### config.mk
export PLATFORM = sky130hd
export DESIGN_NAME = memory_unit_flat
export DESIGN_NICKNAME = d
export VERILOG_FILES = /design/src/rtl/memory_unit_if.sv /design/src/rtl/memory_unit.sv /design/src/flat_wrapper.sv
export SDC_FILE = /design/constraint.sdc
export NUM_CORES = 1
export LEC_CHECK = 0
export BUFFER_PORTS_ARGS = -buffer_cell sky130_fd_sc_hd__buf_2
export CAP_MARGIN = 20
export CORE_ASPECT_RATIO = 1.75
export CORE_MARGIN = 2
export CORE_UTILIZATION = 53
export DETAILED_ROUTE_END_ITERATION = 10
export GPL_ROUTABILITY_DRIVEN = 1
export PLACE_DENSITY = 0.67
export SLEW_MARGIN = 25
export SYNTH_ARGS = -nofsm -noshare
export SYNTH_HDL_FRONTEND = slang
export SYNTH_SLANG_ARGS = --single-unit
### constraint.sdc
create_clock -name clk -period 1.55 [get_ports clk]
set_input_delay 0.465 -clock clk [delete_from_list [all_inputs] [get_ports clk]]
set_output_delay 0.465 -clock clk [all_outputs]
set_load 0.005 [all_outputs]
### src/rtl/memory_unit_if.sv
// memory_unit_if: decoder-side bus into the register file / ALU write-back block.
interface memory_unit_if;
  logic       read_enable;
  logic       write_enable;
  logic [4:0] address;
  logic [7:0] data_input;
  logic [1:0] alu_function_select;
  logic [3:0] flag_registers;
  logic [7:0] output_data;
  logic [3:0] status_flags;
  modport master (
    output read_enable, write_enable, address, data_input, alu_function_select, flag_registers,
    input  output_data, status_flags
  );
  modport slave (
    input  read_enable, write_enable, address, data_input, alu_function_select, flag_registers,
    output output_data, status_flags
  );
endinterface

### src/rtl/memory_unit.sv
// memory_unit: 32x8 register file with optional ALU write-back and {Z,N,C,V} flags.
// Define MEMORY_UNIT_ALU_EN to build the ALU; otherwise every write stores data_input.
module memory_unit (
  input logic clk,
  input logic rst_n,
  memory_unit_if.slave bus
);
  logic [7:0] r [32];
  logic [7:0] a, b, wdata;
  assign a = r[bus.address];
  assign b = bus.data_input;
`ifdef MEMORY_UNIT_ALU_EN
  logic [8:0] res;
  logic       v, c, alu_wb;
  logic [3:0] sf;
  assign alu_wb = bus.flag_registers[1];
  always_comb begin
    res = bus.alu_function_select == 2'd0 ? {1'b0, a} + {1'b0, b} + {8'b0, bus.flag_registers[0]} :
          bus.alu_function_select == 2'd1 ? {1'b0, a} - {1'b0, b} :
          bus.alu_function_select == 2'd2 ? {1'b0, a & b} : {1'b0, a | b};
    // bit 8 of the 9-bit subtract is the borrow
    c = bus.alu_function_select[1] ? 1'b0 : res[8];
    v = bus.alu_function_select == 2'd0 ? (a[7] == b[7]) && (res[7] != a[7]) :
        bus.alu_function_select == 2'd1 ? (a[7] != b[7]) && (res[7] != a[7]) : 1'b0;
    wdata = alu_wb ? res[7:0] : b;
  end
  always_ff @(posedge clk or negedge rst_n)
    if (!rst_n) sf <= 4'b0;
    else if (bus.write_enable && alu_wb) sf <= {res[7:0] == 8'd0, res[7], c, v};
  assign bus.status_flags = sf;
`else
  assign wdata = b;
  assign bus.status_flags = 4'b0000;
`endif
  always_ff @(posedge clk or negedge rst_n)
    if (!rst_n) begin
      for (int i = 0; i < 32; i++) r[i] <= 8'd0;
      bus.output_data <= 8'd0;
    end else begin
      if (bus.write_enable) r[bus.address] <= wdata;
      if (bus.read_enable) bus.output_data <= a;
    end
endmodule

### src/flat_wrapper.sv
// flat-port wrapper written by rule: the top's interface ports become plain ports
module memory_unit_flat 
  (clk, rst_n, bus_read_enable, bus_write_enable, bus_address, bus_data_input, bus_alu_function_select, bus_flag_registers, bus_output_data, bus_status_flags);
  memory_unit_if bus_i ();
  input logic clk;
  input logic rst_n;
  input wire logic [$bits(bus_i.read_enable)-1:0] bus_read_enable;
  input wire logic [$bits(bus_i.write_enable)-1:0] bus_write_enable;
  input wire logic [$bits(bus_i.address)-1:0] bus_address;
  input wire logic [$bits(bus_i.data_input)-1:0] bus_data_input;
  input wire logic [$bits(bus_i.alu_function_select)-1:0] bus_alu_function_select;
  input wire logic [$bits(bus_i.flag_registers)-1:0] bus_flag_registers;
  output wire logic [$bits(bus_i.output_data)-1:0] bus_output_data;
  output wire logic [$bits(bus_i.status_flags)-1:0] bus_status_flags;
  assign bus_i.read_enable = bus_read_enable;
  assign bus_i.write_enable = bus_write_enable;
  assign bus_i.address = bus_address;
  assign bus_i.data_input = bus_data_input;
  assign bus_i.alu_function_select = bus_alu_function_select;
  assign bus_i.flag_registers = bus_flag_registers;
  assign bus_output_data = bus_i.output_data;
  assign bus_status_flags = bus_i.status_flags;
  memory_unit u_core (.clk(clk), .rst_n(rst_n), .bus(bus_i));
endmodule
==> flow_summary.toml, run 1 <==
[timing]
timing.final.crit_share_pct = 103
min_period_ns = 1.60
setup_viol = 8
slew_headroom_pct = 45.3
tightest_slew_ns = 0.820
tns_ns = -0.181
worst_slack_ns = -0.0504
drv_slew = 0
fin_skew_ns = 0.0112
hold_violations = 0
timing.fmax_ghz = 0.625
rsz0062_at_grt = "true"

[critical_path]
critPathKind = "reg2reg"
worst_setup_path_start_kind = "flip-flop"
path_cells = "mux4_2 -> a22o_1 -> a221oi_2 -> a31oi_1"
arrival_ns = 2.00
reg2reg_to = "u_core.bus.output_data[5]"
critPathBufInv = 0
crit_family = "compound AO/OA/AOI/OAI gates"
rr_worst_depth = 4
cp.required_ns = 1.95
cp_slowest_cell = "mux4_2"
r2r_start = "u_core.r[229]"
critPathMaxStageDelay_ns = 0.49
r2r_slack_ns = -0.05
crit_fanout = 2
end_kind = "flip-flop"

[power_and_ir_drop]
p_int_mw = 14.1
power_density_nw_per_um2 = 1250
comb_power_share_pct = 19.3
p_switching_mw = 4.87
clkPwrFrac_pct = 32.9
power_frac_seq_pct = 47.8
p_leak_nw = 7.02
swShare_pct = 25.7
vdd_drop_max_mv = 1.16

[synthesis]
ys_types = 42
async_flop_share_pct = 100
synth_common_cells = "dfrtp_1 (264), mux2_2 (254), mux2i_1 (55), mux4_2 (35), clkbuf_1 (33)"
syn-cell-area_sq_um = 12300
synth_ff_type = "dfrtp_1"
synth_edf_count = 0
synth_seq_area_share_pct = 53.8
synth.largest_area_cell = "dfrtp_1"
synthTopCellsByArea = "dfrtp_1 (54%), mux2_2 (23%), mux4_2 (6.4%)"
avgSynthCellArea_sq_um = 14.8
synthCells = 831
yosysMostFrequentCell = "dfrtp_1"
netlist.area_leader.share_pct = 53.8
synth_seq_cells = 264
yosys_warnings = 0

[routing]
remaining_drc_errors = 0
drt_iter0_drc = 513
vias = 7461
drtAntennaViolNets = 0
avgViaCountPerCell = 5.96
routedWlPerCell_um = 25.8
drt_wl_total_um = 32300
drt_pass1_iterations = 5

[hold_path]
hp-class = "in2async"

[clock_tree]
cts-root-buf = "clkbuf_16"
cts.htree.levels = 1
cts_tree = "built"
cts_buffer_depth = 3
cts_buffers = 25
worstSkewPairLatency_ns = 0.53
clkSinkCount = 264
clkTransAtPathRegs_ns = 0.07

[floorplanning]
die_area_sq_um = 24500
die_w_um = 119
rows = 73
die_h_um = 205
ios = 35
start_util_pct = 54.0
core_area_sq_um = 22700

[global_routing]
grt_max_degree = 65
grt_pass1_wl_um = 50300
antenna_found_initial = 0
grt_pass1_vias = 8202
grt_overflow = 0
grt.total_usage_pct = 27.2

[finish]
diodes = 0
design_area_sq_um = 15200
final_util_pct = 66.8
drive_gt1_share_pct = 55.0
fin_cells = 1251
syn2layout_area_growth_pct = 23.6
nets = 958

[outcome]
violations = "setup timing"
status = "complete, but fails checks"

[run]
cap_violations = 0

[placed_design]
gp_congestion = 0.899
dpl.cell_count = 1196
io_buffers = 24
dp_hpwl_um = 22200
placed_cell_area_sq_um = 14200
-- sequential cells by signal, indices dropped and copies added (netlist names) --
register / flops
u_core.bus.output_data: 8
u_core.r: 256
-- kinds of logic (layout without fill, tap and decap cells) --
family	Yosys count	in the layout	synth area share, %
AND/OR/NAND/NOR	92	92	4.50
AO/OA/AOI/OAI	55	55	3.83
multiplexers	349	349	34.6
buffers and inverters	70	187	3.21
flip-flops	264	264	53.8
other	1	4	0.0305
-- per-layer routing --
layer | vias up | GRT usage [%] | wire length [um]
met5 | - | 0 | 0
met4 | 0 | 15.1 | 1970
met3 | 85 | 3.33 | 1060
li1 | 3259 | - | -
met2 | 161 | 47.5 | 16800
met1 | 3956 | 32.6 | 12400
-- power groups by stage --
stage / clock [mW] / sequential (mW) / combinational [mW]
6_report: 6.24 / 9.06 / 3.67
5_1_grt: 6.62 / 9.19 / 3.91
4_1_cts: 6.32 / 9.05 / 3.64
3_5_place_dp: 0 / 9.14 / 3.58
3_3_place_gp: 0 / 9.05 / 3.46
2_1_floorplan: 0 / 8.81 / 2.61
-- layout by cell type (no fill, tap or decap), types with 2 or more instances in the layout --
master	instances
buf_12	33
nand2_2	5
nor2_4	17
a31oi_1	7
nor3b_2	2
buf_4	84
a21oi_1	2
conb_1	4
mux2_1	3
nand4_1	6
nor2b_1	3
nor2_1	11
nand2_4	3
o21ai_0	3
buf_6	3
o22ai_1	3
clkbuf_8	7
bufinv_16	2
a22oi_1	21
clkbuf_1	8
and3_1	2
a22o_1	6
mux4_2	35
buf_2	20
mux2_4	125
nand3b_1	3
mux2_2	131
and2_1	3
a221oi_2	8
nor2_2	5
clkbuf_16	26
nand2_1	17
nand2b_4	2
o221ai_1	2
mux2i_1	53
dfrtp_1	263
-- worst max-delay path by stage --
| stage | depth (start not counted) | end | slack, ns | from |
|---|---|---|---|---|
| finish | 4 | u_core.bus.output_data[5] | -0.05 | u_core.r[229] |
| CTS | 4 | u_core.bus.output_data[5] | -0.06 | u_core.r[245] |
| global route | 4 | u_core.bus.output_data[5] | -0.10 | u_core.r[245] |
| global placement | 8 | u_core.bus.output_data[4] | -0.64 | bus_address[1] |
| floorplan | 5 | u_core.r[224] | -0.25 | bus_address[3] |
| detailed placement | 8 | u_core.bus.output_data[4] | -0.63 | bus_address[1] |
-- repair_timing --
action,CTS,global route
cloned,0,1
endpoints found under the hold margin,20,0
hold buffers,1,0
resized for setup,6,4
buffers inserted,3,7
endpoints found under the setup margin,10,16
pin swaps,0,5
-- metrics by stage --
step	power, mW	hold slack, ns	worst slack (ns)
6_report	19.0	0.389	-0.0504
5_1_grt	19.7	0.400	-0.102
4_1_cts	19.0	0.390	-0.0560
3_5_place_dp	12.7	0.343	-0.626
3_3_place_gp	12.5	0.338	-0.645
2_1_floorplan	11.4	0.169	-0.251
-- area by class of cell --
class | instances | area, sq um
Clock inverter | 3 | 65.1
Timing Repair Buffer | 144 | 1480
Tap cell | 300 | 375
Clock buffer | 40 | 752
Fill cell | 1580 | 7560
Multi-Input combinational cell | 500 | 5900
Sequential cell | 264 | 6610
(Power assumes the default switching activity.)
==> run 2, diff against run 1 <==
ABC_AREA = 1   (was default)
==> run 2 against run 1 <==
  * The run still ends with setup timing left
  * Cell area decreased by 3.5%
  * Non-clock buffer count is 8 lower
  * Worst hold slack worse by 0.053 ns
  * First-iteration DRC count up 74%
  * Worst setup slack improved by 0.024 ns
  * Clock-buffer cell count is 5 lower
  * Critical path type is now reg2out
==> flow_summary.toml, run 2 <==
[synthesis]
ys_types = 20
synth_seq_cells = 264
synth_ff_type = "dfrtp_1"
synthTopCellsByArea = "dfrtp_1 (54%), nand2_1 (26%), o21ai_0 (9.1%)"
synth_edf_count = 0
synth.largest_area_cell = "dfrtp_1"
syn-cell-area_sq_um = 12300
synth_seq_area_share_pct = 53.7
avgSynthCellArea_sq_um = 7.50
synthCells = 1640
netlist.area_leader.share_pct = 53.7
synth_common_cells = "nand2_1 (857), dfrtp_1 (264), o21ai_0 (224), clkbuf_1 (72), nor2_1 (50)"
async_flop_share_pct = 100
yosysMostFrequentCell = "nand2_1"
yosys_warnings = 0

[critical_path]
critPathMaxStageDelay_ns = 0.43
crit_family = "flip-flops"
crit_fanout = 2
rr_worst_depth = 10
path_depth = 1
end_kind = "output pin"
critPathKind = "reg2out"
path_cells = "buf_2"
arrival_ns = 1.11
cp.required_ns = 1.08
worst_setup_path_start_kind = "flip-flop"
critPathBufInv = 1
cp_slowest_cell = "dfrtp_1"

[finish]
n_fill_cell = 1991
syn2layout_area_growth_pct = 19.1
regMostFlops = "u_core.r"
top_regs = "u_core.r (256), u_core.bus.output_data (8)"
design_area_sq_um = 14700
final_common_cell = "nand2_1"
largest_reg_flops = 256
drive_gt1_share_pct = 12.0
fin_cells = 2014
seqCellArea_sq_um = 6610
final_cell_mix = "nand2_1 (852), dfrtp_1 (264), o21ai_0 (223)"
nets = 1719
multi_input_area_sq_um = 5180
diodes = 0
final_util_pct = 64.5

[floorplanning]
start_util_pct = 54.1
rows = 73
die_area_sq_um = 24500
die_w_um = 119
ios = 35
die_h_um = 206
core_area_sq_um = 22700

[timing]
setup_viol = 3
fin_skew_ns = 0.0199
hold_violations = 0
timing.fmax_ghz = 0.634
worst_slack_ns = -0.0265
rsz0062_at_grt = "true"
timing.final.crit_share_pct = 102
min_period_ns = 1.58
drv_slew = 0

[global_routing]
grt_pass1_vias = 10519
grt.total_usage_pct = 29.7
grt_overflow = 0
antenna_found_initial = 0
grt_max_degree = 60
grt_pass1_wl_um = 56700

[clock_tree]
worstSkewPairLatency_ns = 0.54
cts_buffers = 25
clkSinkCount = 264
cts_tree = "built"
cts-root-buf = "clkbuf_16"
cts_buffer_depth = 3
cts.htree.levels = 1
clkTransAtPathRegs_ns = 0.07
cts_setup_buffers = 0

[routing]
avgViaCountPerCell = 5.35
drt_pass1_iterations = 6
remaining_drc_errors = 0
routedWlPerCell_um = 17.4
drt_iter0_drc = 895
drtAntennaViolNets = 0
drt_wl_total_um = 34900
vias = 10767

[placed_design]
dpl.cell_count = 1968
io_buffers = 24
gp_congestion = 0.930
placed_cell_area_sq_um = 13700
dp_hpwl_um = 22700

[run]
cap_violations = 0

[outcome]
status = "complete, but fails checks"
violations = "setup timing"

[power_and_ir_drop]
p_leak_nw = 7.55
power_density_nw_per_um2 = 1280
vdd_drop_max_mv = 0.953

[hold_path]
hp-class = "in2reg"
holdPathStages = 3
==> run 2: cell types whose count changed after synthesis, sizes merged, moves of 8 or more <==
cell / previous run / this run
nand3: 3 / 43
a221oi: 8 / 0
nor2: 33 / 53
mux4: 35 / 0
a21oi: 2 / 33
clkbuf: 33 / 72
nand2: 25 / 858
mux2: 259 / 0
inv: 0 / 32
mux2i: 55 / 0
nor3: 1 / 11
o21ai: 3 / 224
a22oi: 21 / 0
==> run 2: what timing repair did <==
action / CTS / global route
hold endpoints to repair: 30 / 0
resized for setup: 0 / 2
endpoints found under the setup margin: 3 / 40
hold buffers: 1 / 0
==> run 2: worst paths after layout <==
path | to | from | slack [ns]
setup reg to reg | u_core.bus.output_data[1] | u_core.r[137] | 0.20
hold / removal | u_core.r[38] | bus_data_input[6] | 0.34
min in group asynchronous | u_core.r[229] | rst_n | 0.42
setup / recovery | bus_output_data[1] | u_core.bus.output_data[1] | -0.03
max in group asynchronous | u_core.r[1] | rst_n | 0.53
hold reg to reg | u_core.r[154] | u_core.r[154] | 0.48
==> run 2: report_power, final <==
| group | total, mW | switching, mW | internal, mW | leakage, nW |
|---|---|---|---|---|
| Sequential | 8.92 | 0.723 | 8.20 | 3.39 |
| Combinational | 3.11 | 1.85 | 1.26 | 3.73 |
| Clock | 6.77 | 2.68 | 4.08 | 0.439 |
==> run 2: logic make-up (layout without fill, tap and decap cells) <==
group           count (synthesis)  count (layout)  synth area share [%]
other cells                     1               4                0.0305
buf+inv                       142             213                  4.74
compound gates                257             257                  10.5
flops                         264             264                  53.7
simple gates                  976             976                  31.1
==> run 2: final cells by class <==
cell class / instances / area share, %
inverters: 32 / 0.828
clock inverters: 10 / 1.23
multi-input cells: 1237 / 35.3
flip-flops and latches: 264 / 45.1
repair buffers: 136 / 10.1
well taps: 300 / 2.56
clock buffers: 35 / 4.93
==> run 2: metal layers <==
layer  GRT usage [%]  wire, um  vias to the layer above
met2            52.0     17800                      325
li1                -         -                     5251
met5               0         0                        -
met3            2.85      1500                       94
met1            36.7     13800                     5097
met4            14.4      1820                        0
==> run 2: stage by stage <==
| step | hold WS, ns | TNS (ns) | setup WS (ns) | total power [mW] |
|---|---|---|---|---|
| floorplan | 0.169 | -2.38 | -0.0894 | 10.9 |
| detailed placement | 0.388 | -99.75 | -0.508 | 12.1 |
| global placement | 0.390 | -94.84 | -0.453 | 12.0 |
| finish | 0.336 | -0.0772 | -0.0265 | 18.8 |
| global route | 0.360 | -0.363 | -0.0468 | 19.8 |
| CTS | 0.334 | -0.0701 | -0.0316 | 18.9 |
==> run 2: worst min-delay path, stage by stage <==
cell	delay, ns
buf_2	0.07
inv_1	0.12
o21ai_0	0.18
